## config.mk

```make
export PLATFORM = sky130hd
export DESIGN_NAME = fx_bus_ctl
export DESIGN_NICKNAME = d
export VERILOG_FILES = /design/src/rtl/fx_bus_pkg.sv /design/src/rtl/fx_rd_sel.sv /design/src/rtl/fx_bus_ctl.sv
export SDC_FILE = /design/constraint.sdc
export NUM_CORES = 1
export LEC_CHECK = 0
export CAP_MARGIN = 20
export CORE_MARGIN = 5
export CORE_UTILIZATION = 34
export DETAILED_ROUTE_END_ITERATION = 10
export PLACE_DENSITY_LB_ADDON = 0.2
export SLEW_MARGIN = 0
export SYNTH_ARGS = -nofsm -noshare
export SYNTH_HDL_FRONTEND = slang
export SYNTH_SLANG_ARGS = --single-unit
```

## constraint.sdc

```tcl
create_clock -name clk_sys -period 2 [get_ports clk_sys]
set_input_delay 0.2 -clock clk_sys [delete_from_list [all_inputs] [get_ports clk_sys]]
set_output_delay 0.2 -clock clk_sys [all_outputs]
set_load 0.02 [all_outputs]
```

## src/rtl/fx_bus_pkg.sv

```systemverilog
// fx bus controller shared types and defaults.
// Error reporting for unmapped slaves is enabled with FX_BUS_ERR_EN.
package fx_bus_pkg;

  typedef enum logic [1:0] {
    ST_IDLE,
    ST_WR,
    ST_RD,
    ST_DONE
  } fx_state_e;

  localparam int FX_NSLV    = 25;
  localparam int FX_AW      = 22;
  localparam int FX_DW      = 8;
  localparam int FX_SEL_LSB = 16;
  localparam int FX_RD_LAT  = 2;
  localparam int FX_CNT_W   = 4;

  function automatic logic fx_unmapped(
    input int idx,
    input int nslv
  );
    return idx >= nslv;
  endfunction

endpackage

```

## src/rtl/fx_rd_sel.sv

```systemverilog
// Registered read-data mux: picks one slave slice of the
// concatenated bus, zero for any index past the last slave.
module fx_rd_sel
  import fx_bus_pkg::*;
#(
  parameter int NSLV = FX_NSLV,
  parameter int DW   = FX_DW,
  parameter int IW   = FX_AW - FX_SEL_LSB
) (
  input  logic             clk_i,
  input  logic             rst_i,
  input  logic             sample_i,
  input  logic [IW-1:0]    idx_i,
  input  logic [NSLV*DW-1:0] fx_q_all_i,
  output logic [DW-1:0]    q_o
);

  logic [DW-1:0] slice_d;
  logic [DW-1:0] q_q;

  always_comb begin
    slice_d = '0;
    for (int k = 0; k < NSLV; k++) begin
      if (int'(idx_i) == k) begin
        slice_d = fx_q_all_i[k*DW +: DW];
      end
    end
  end

  always_ff @(posedge clk_i or posedge rst_i) begin
    if (rst_i) begin
      q_q <= '0;
    end else if (sample_i) begin
      q_q <= slice_d;
    end
  end

  assign q_o = q_q;

endmodule

```

## src/rtl/fx_bus_ctl.sv

```systemverilog
// fx bus master-to-slave controller: one write or read in flight.
// FX_BUS_ERR_EN suppresses strobes to unmapped slaves and flags ufx_err.
module fx_bus_ctl
  import fx_bus_pkg::*;
#(
  parameter int NSLV    = FX_NSLV,
  parameter int AW      = FX_AW,
  parameter int DW      = FX_DW,
  parameter int SEL_LSB = FX_SEL_LSB,
  parameter int RD_LAT  = FX_RD_LAT
) (
  input  logic               clk_sys,
  input  logic               rst,
  input  logic               ufx_wr,
  input  logic [AW-1:0]      ufx_waddr,
  input  logic [DW-1:0]      ufx_data,
  input  logic               ufx_rd,
  input  logic [AW-1:0]      ufx_raddr,
  output logic [DW-1:0]      ufx_q,
  output logic               ufx_ack,
  output logic               ufx_busy,
  output logic               ufx_err,
  output logic               fx_wr,
  output logic [AW-1:0]      fx_waddr,
  output logic [DW-1:0]      fx_data,
  output logic               fx_rd,
  output logic [AW-1:0]      fx_raddr,
  input  logic [NSLV*DW-1:0] fx_q_all
);

  localparam int IW = AW - SEL_LSB;
  localparam logic [FX_CNT_W-1:0] LAT = FX_CNT_W'(RD_LAT);

`ifdef FX_BUS_ERR_EN
  localparam bit ERR_EN = 1'b1;
`else
  localparam bit ERR_EN = 1'b0;
`endif

  logic [1:0]          rs_q;
  logic                rst_int;
  fx_state_e           state_q;
  logic [FX_CNT_W-1:0] cnt_q;
  logic [FX_CNT_W-1:0] cnt_d;
  logic                fx_wr_q;
  logic                fx_rd_q;
  logic                ack_q;
  logic                err_q;
  logic                err_pend_q;
  logic [AW-1:0]       waddr_q;
  logic [DW-1:0]       data_q;
  logic [AW-1:0]       raddr_q;
  logic [IW-1:0]       widx;
  logic [IW-1:0]       ridx;
  logic [IW-1:0]       cidx;
  logic                w_bad;
  logic                r_bad;
  logic                sample;

  // Assert immediately, release two clk_sys edges after rst falls.
  always_ff @(posedge clk_sys or posedge rst) begin
    if (rst) begin
      rs_q <= 2'b11;
    end else begin
      rs_q <= {rs_q[0], 1'b0};
    end
  end

  assign rst_int = rs_q[1];

  assign widx   = ufx_waddr[AW-1:SEL_LSB];
  assign ridx   = ufx_raddr[AW-1:SEL_LSB];
  assign cidx   = raddr_q[AW-1:SEL_LSB];
  assign w_bad  = ERR_EN && fx_unmapped(int'(widx), NSLV);
  assign r_bad  = ERR_EN && fx_unmapped(int'(ridx), NSLV);
  assign sample = (state_q == ST_RD) && (cnt_q == LAT);

  always_comb begin
    cnt_d = '0;
    if (state_q == ST_RD) begin
      cnt_d = cnt_q + FX_CNT_W'(1);
    end
  end

  always_ff @(posedge clk_sys or posedge rst_int) begin
    if (rst_int) begin
      state_q    <= ST_IDLE;
      cnt_q      <= '0;
      fx_wr_q    <= 1'b0;
      fx_rd_q    <= 1'b0;
      ack_q      <= 1'b0;
      err_q      <= 1'b0;
      err_pend_q <= 1'b0;
      waddr_q    <= '0;
      data_q     <= '0;
      raddr_q    <= '0;
    end else begin
      fx_wr_q <= 1'b0;
      fx_rd_q <= 1'b0;
      ack_q   <= 1'b0;
      err_q   <= 1'b0;
      cnt_q   <= cnt_d;
      unique case (state_q)
        ST_IDLE: begin
          if (ufx_wr) begin
            waddr_q <= ufx_waddr;
            data_q  <= ufx_data;
            fx_wr_q <= !w_bad;
            ack_q   <= 1'b1;
            err_q   <= w_bad;
            state_q <= ST_WR;
          end else if (ufx_rd) begin
            raddr_q    <= ufx_raddr;
            fx_rd_q    <= !r_bad;
            err_pend_q <= r_bad;
            state_q    <= ST_RD;
          end
        end
        ST_WR: begin
          state_q <= ST_IDLE;
        end
        ST_RD: begin
          if (cnt_q == LAT) begin
            ack_q   <= 1'b1;
            err_q   <= err_pend_q;
            state_q <= ST_DONE;
          end
        end
        ST_DONE: begin
          state_q <= ST_IDLE;
        end
        default: begin
          state_q <= ST_IDLE;
        end
      endcase
    end
  end

  fx_rd_sel #(
    .NSLV (NSLV),
    .DW   (DW),
    .IW   (IW)
  ) u_rd_sel (
    .clk_i      (clk_sys),
    .rst_i      (rst_int),
    .sample_i   (sample),
    .idx_i      (cidx),
    .fx_q_all_i (fx_q_all),
    .q_o        (ufx_q)
  );

  assign ufx_ack  = ack_q;
  assign ufx_err  = err_q;
  assign ufx_busy = (state_q != ST_IDLE);
  assign fx_wr    = fx_wr_q;
  assign fx_rd    = fx_rd_q;
  assign fx_waddr = waddr_q;
  assign fx_data  = data_q;
  assign fx_raddr = raddr_q;

endmodule
```

# After elaboration in Yosys (flattened, before gate mapping)
# Index checks and enable logic that the tools add are counted.
[totals]
output_inout_bits = 65
reg_bits = 71
[op_classes]
n_eq_ne = 30
reduce_logical = 8
n_mux = 37
n_addsub = 1
bitwise_logic = 1
[op_table]
columns = ["cell", "n"]
rows = [
  ["two-way mux 8 bit", 25],
  ["== test 6 bit, second input constant", 9],
  ["== test 6 x 5 -> 1 bit, second input constant", 8],
  ["== test 6 x 4 -> 1 bit, second input constant", 4],
  ["== test 6 x 3 -> 1 bit, second input constant", 2],
  ["== test 6 x 2 -> 1 bit, second input constant", 1],
  ["zero test 6 bit", 1],
  ["two-way mux 1 bit", 6],
  ["two-way mux 2 bit", 3],
  ["case mux 2 bit (3 select lines)", 1],
  ["adder 4 x 1 -> 4 bit, second input constant", 1],
  ["== test 2 bit, second input constant", 2],
  ["== test 4 x 2 -> 1 bit, second input constant", 1],
  ["two-way mux 4 bit", 1],
  ["AND reduction 2 bit", 2],
  ["inequality test 3 bit, second input constant", 1],
  ["AND reduction 3 bit", 1],
  ["== test 2 x 1 -> 1 bit, second input constant", 1],
  ["zero test 2 bit", 1],
  ["inequality test 2 x 1 -> 1 bit, second input constant", 1],
  ["case mux 1 bit (2 select lines)", 1],
  ["nonzero test 2 bit", 1],
  ["OR reduction 2 bit", 1],
  ["logical AND 1 bit", 1],
  ["inverter 1 bit", 1],
]

# Depth between registers and ports, before layout
[logic_depth]
word_depth = 26
ltp_mapped = 10

# Hierarchy
# Synthesis repeated with hierarchy kept, for this count alone.
[unflattened]
hier_cells = 563
area_unflattened_um2 = 5465.2
[by_module_without_submodules]
columns = ["mod", "cells_each", "n_inst", "area_each_um2"]
rows = [
  ["fx_rd_sel", 416, 1, 3047.9],
  ["fx_bus_ctl", 147, 1, 2417.3],
]

# Worst setup path after synthesis
# No wires, ideal clock.
[synth_path]
path_type = "reg2reg"
startpoint = "register raddr_q[16] (netlist: fx_raddr[16])"
endpoint = "register u_rd_sel.q_q[0] (netlist: u_rd_sel.q_o[0])"
setup_slack_ps = -209
setup_ps = 132
stages_incl_launch_ff = 9
synth_period_minus_slack_ps = 2209
arrival_time_ps = 2077
cell_sequence = "dfrtp_1 -> buf_2 -> or4b_1 -> buf_2 -> o21a_1 -> o21ai_1 -> a2111oi_2 -> a2111oi_1 -> o21ai_1"
[synth_via]
elab_chain_cells = 26
[synth_lines]
columns = ["element", "line", "source"]
rows = [
  ["from (decl)", "fx_bus_ctl.sv:52", "logic [AW-1:0] raddr_q;"],
  ["from (signal assigned)", "fx_bus_ctl.sv:113", "raddr_q <= ufx_raddr;"],
  ["zero test 6 bit", "fx_rd_sel.sv:24", "if (int'(idx_i) == k) begin"],
  ["two-way mux 8 bit (24 in series)", "fx_rd_sel.sv:24", ""],
  ["two-way mux 8 bit (*)", "fx_rd_sel.sv:24", ""],
  ["to (signal assigned)", "fx_rd_sel.sv:34", "q_q <= slice_d;"],
  ["to (decl)", "fx_rd_sel.sv:19", "logic [DW-1:0] q_q;"],
]
# Every way passes the cells marked *; elsewhere a longest branch is shown, timed or not.
# A chain may end at the register's enable or synchronous reset.

# Worst setup path in the final report
[layout_path]
startpoint = "register raddr_q[19] (netlist: fx_raddr[19])"
endpoint = "register u_rd_sel.q_q[0] (netlist: u_rd_sel.q_o[0])"
# The elaborated chain is that of the path after synthesis.

==> reports/results.txt <==
Status - finished with violations
Failing checks - setup timing
Final GP Congestion - 0.989
FMAX - 466 MHz
Period utilization - 107%
Mapped Area - 0.00512 mm^2
Total clock sinks - 71
PnR worst setup slack - -0.147 ns
Commonest cells post-synth - dfrtp_1 (69), mux2_2 (56), nand2_1 (47), o21ai_0 (47), nor2_1 (44)
Hold Fails Final Rpt - 0
Top cells by area, synth - dfrtp_1 (34%), mux2_2 (12%), o21ai_0 (4.6%)
Routed Antenna Nets - 0
Max-cap violations - 0
Wire per inst - 25.2 um
Drt via density - 5.61
WHS - 0.192 ns
Worst Hold Class - primary input to async pin
RSZ-0062 raised after global routing - yes
Number of vias in the routed layout - 6435
Gr ovfl total - 0
Final setup fails - 7
# DRC - 0
Asr flop ratio synth - 100%
Top-area cell type share of the netlist area - 33.7%
First-pass GRT wire length - 42900 um
Min Tclk post-route - 2.15 ns
Nets - 1216
Yosys top cell by area - dfrtp_1
Worst skew pair latency - 0.34 ns
Die W - 133 um
Most common cell in the netlist - dfrtp_1
Htree depth - 3
Leak Pwr - 3.84 nW
Dpl ws - -0.382 ns
Vias in the first global route - 6961
Crit path kind - flip-flop to flip-flop
Synth Area in Compound Gates - 22.8%
Placed cell areas - 0.00925 mm^2
# diodes - 0
Syn avg cell area - 9.02 um^2
Clk slew on worst S/H paths - 0.07 ns
CTS Buffer Depth - 2
# fillers - 1135
Post-Synth Adder-Cell Area - 0.488%
Main flop type after synthesis - dfrtp_1
Total I/O pin count - 321
Layout cells sized above 1 - 27.4%
CTS tree - yes
Number of port buffers - 319
Total Routing Usage GR - 31.8%
Worst Skew - 0.0107 ns
VDD IR max - 0.00111 V
Max_slew headroom - 56.3%
Cell variety after synth - 75
Drt first pass iters - 5
Crit path from - fx_raddr[19]
XOR/XNOR Fraction of Synth Area - 0.342%
CORE AREA - 0.0146 mm^2
Rows - 44
Cell area after layout - 0.00995 mm^2
Multi-input logic area - 0.00340 mm^2
Crit path DAT - 2.41 ns
Antenna violations before repair - 1
Total wire length - 28900 um
Cts hold-fix bufs - 0
Area grow syn2layout - 94.2%
Root buffer cell - clkbuf_16
CTS Buf Count - 9
FF-to-FF Start - fx_raddr[19]
Placed cells - 1120
Ys Warns - 0
Hpwl dp - 23600 um
FF/Latch Area - 0.00179 mm^2
Post-synth EDFFs - 0
Initial DRC count - 543
Mux contribution to synthesized area - 17.3%
Sequential area share after synthesis - 34.7%
Mapped Cells - 568
CP Max Fanout - 4
Synth Area in Simple Gates - 18.8%
Die area - 0.0176 mm^2
Largest net degree at the start of global routing - 45
CP Capture Type - flip-flop
Seq cells post-synth - 71
Critical path startpoint category - flip-flop
Die height - 133 um
Final Non-Filler Cells - 1147
Worst-Margin Slew - 0.654 ns
Main combinational cell family by area after synthesis - compound AO/OA/AOI/OAI gates
Power density cells - 1340 mW/mm^2
Initial Util - 35.0%
Final Slew Violations - 0
CP required - 2.27 ns
## timing repair
| item | 4_1_cts | 5_1_grt |
|---|---|---|
| pin swaps | 16 | 25 |
| setup endpoints to repair | 8 | 8 |
| setup buffers | 5 | 6 |
| gates resized for setup | 40 | 49 |
## worst max-delay path: stages (launching register included)
cell,delay (ns)
dfrtp_2,0.43
buf_6,0.13
or4b_4,0.51
o32a_1,0.42
a2111oi_4,0.39
a2111oi_2,0.07
o21ai_1,0.12
## layout by cell type (no fill, tap or decap), drive strengths merged, types with 4 or more instances in the layout
master         instances
or3                    4
dfrtp                 69
nor4b                  5
nand2b                 6
a21oi                 27
nand4                  4
a211oi                 9
nand3                 13
clkdlybuf4s50        319
o22ai                  9
o21ai                 50
nor3                  12
o221ai                 7
nor2                  44
mux2i                 19
clkbuf                11
nand2                 47
nor2b                 11
buf                  113
a31oi                 13
o211ai                 7
a221oi                 6
mux2                  56
or4b                   4
a22oi                 10
inv                   11
nor3b                  4
nor4                   6
## kinds of logic (layout without fill, tap and decap cells)
logic type / Yosys count / count (layout)
xor+xnor: 2 / 2
flops: 71 / 71
other cells: 1 / 2
simple gates: 176 / 176
mux: 78 / 78
compound gates: 175 / 175
fa+ha+maj: 2 / 2
buf+inv: 63 / 457
## area by class of cell
class | instances | area share, %
Clock buffer | 11 | 2.44
Clock inverter | 5 | 0.402
Inverter | 9 | 0.377
Multi-Input combinational cell | 435 | 34.1
Sequential cell | 71 | 18.0
Tap cell | 184 | 2.31
Timing Repair Buffer | 432 | 42.4
## per-layer routing
layer / vias up / GRT usage (%) / share of wire, %
li1: 2917 / - / -
met2: 406 / 53.3 / 47
met5: - / 0 / 0.024
met4: 2 / 8.95 / 2.6
met1: 3055 / 39.1 / 40
met3: 55 / 10.7 / 10
## flip-flops by register name, indices dropped and copies added, names as in the netlist
name and cells:
fx_raddr 22, fx_waddr 22, u_rd_sel.q_o 8, ufx_ack 1, fx_wr 1, state_q 2
fx_rd 1, fx_data 8, rs_q 2, cnt_q 4
## report_power, final
group	total (mW)	internal [mW]	switching [mW]
clock network	1.55	0.888	0.659
registers	2.60	2.11	0.487
logic	9.22	4.55	4.66
total	13.4	7.55	5.81
## final timing paths
| kind | slack, ns | to | cells after the start |
|---|---|---|---|
| max reg2reg | -0.15 | u_rd_sel.q_o[0] | 6 |
| max in group asynchronous | 1.03 | fx_waddr[1] | 2 |
| max | -0.15 | u_rd_sel.q_o[0] | 6 |
| min | 0.19 | rs_q[0] | 2 |
| min reg2reg | 0.34 | fx_raddr[11] | 1 |
| min in group clk_sys | 0.37 | rs_q[1] | 0 |
## through the flow
step	power, mW	TNS [ns]	util [%]
after floorplan	6.74	-0.383	-
after global placement	10.9	-1.54	63.2
after detailed placement	11.0	-1.68	63.2
after CTS	13.0	-0.665	66.4
after global routing	14.0	-1.25	68.0
final	13.4	-0.687	68.0
(Power assumes the default switching activity.)
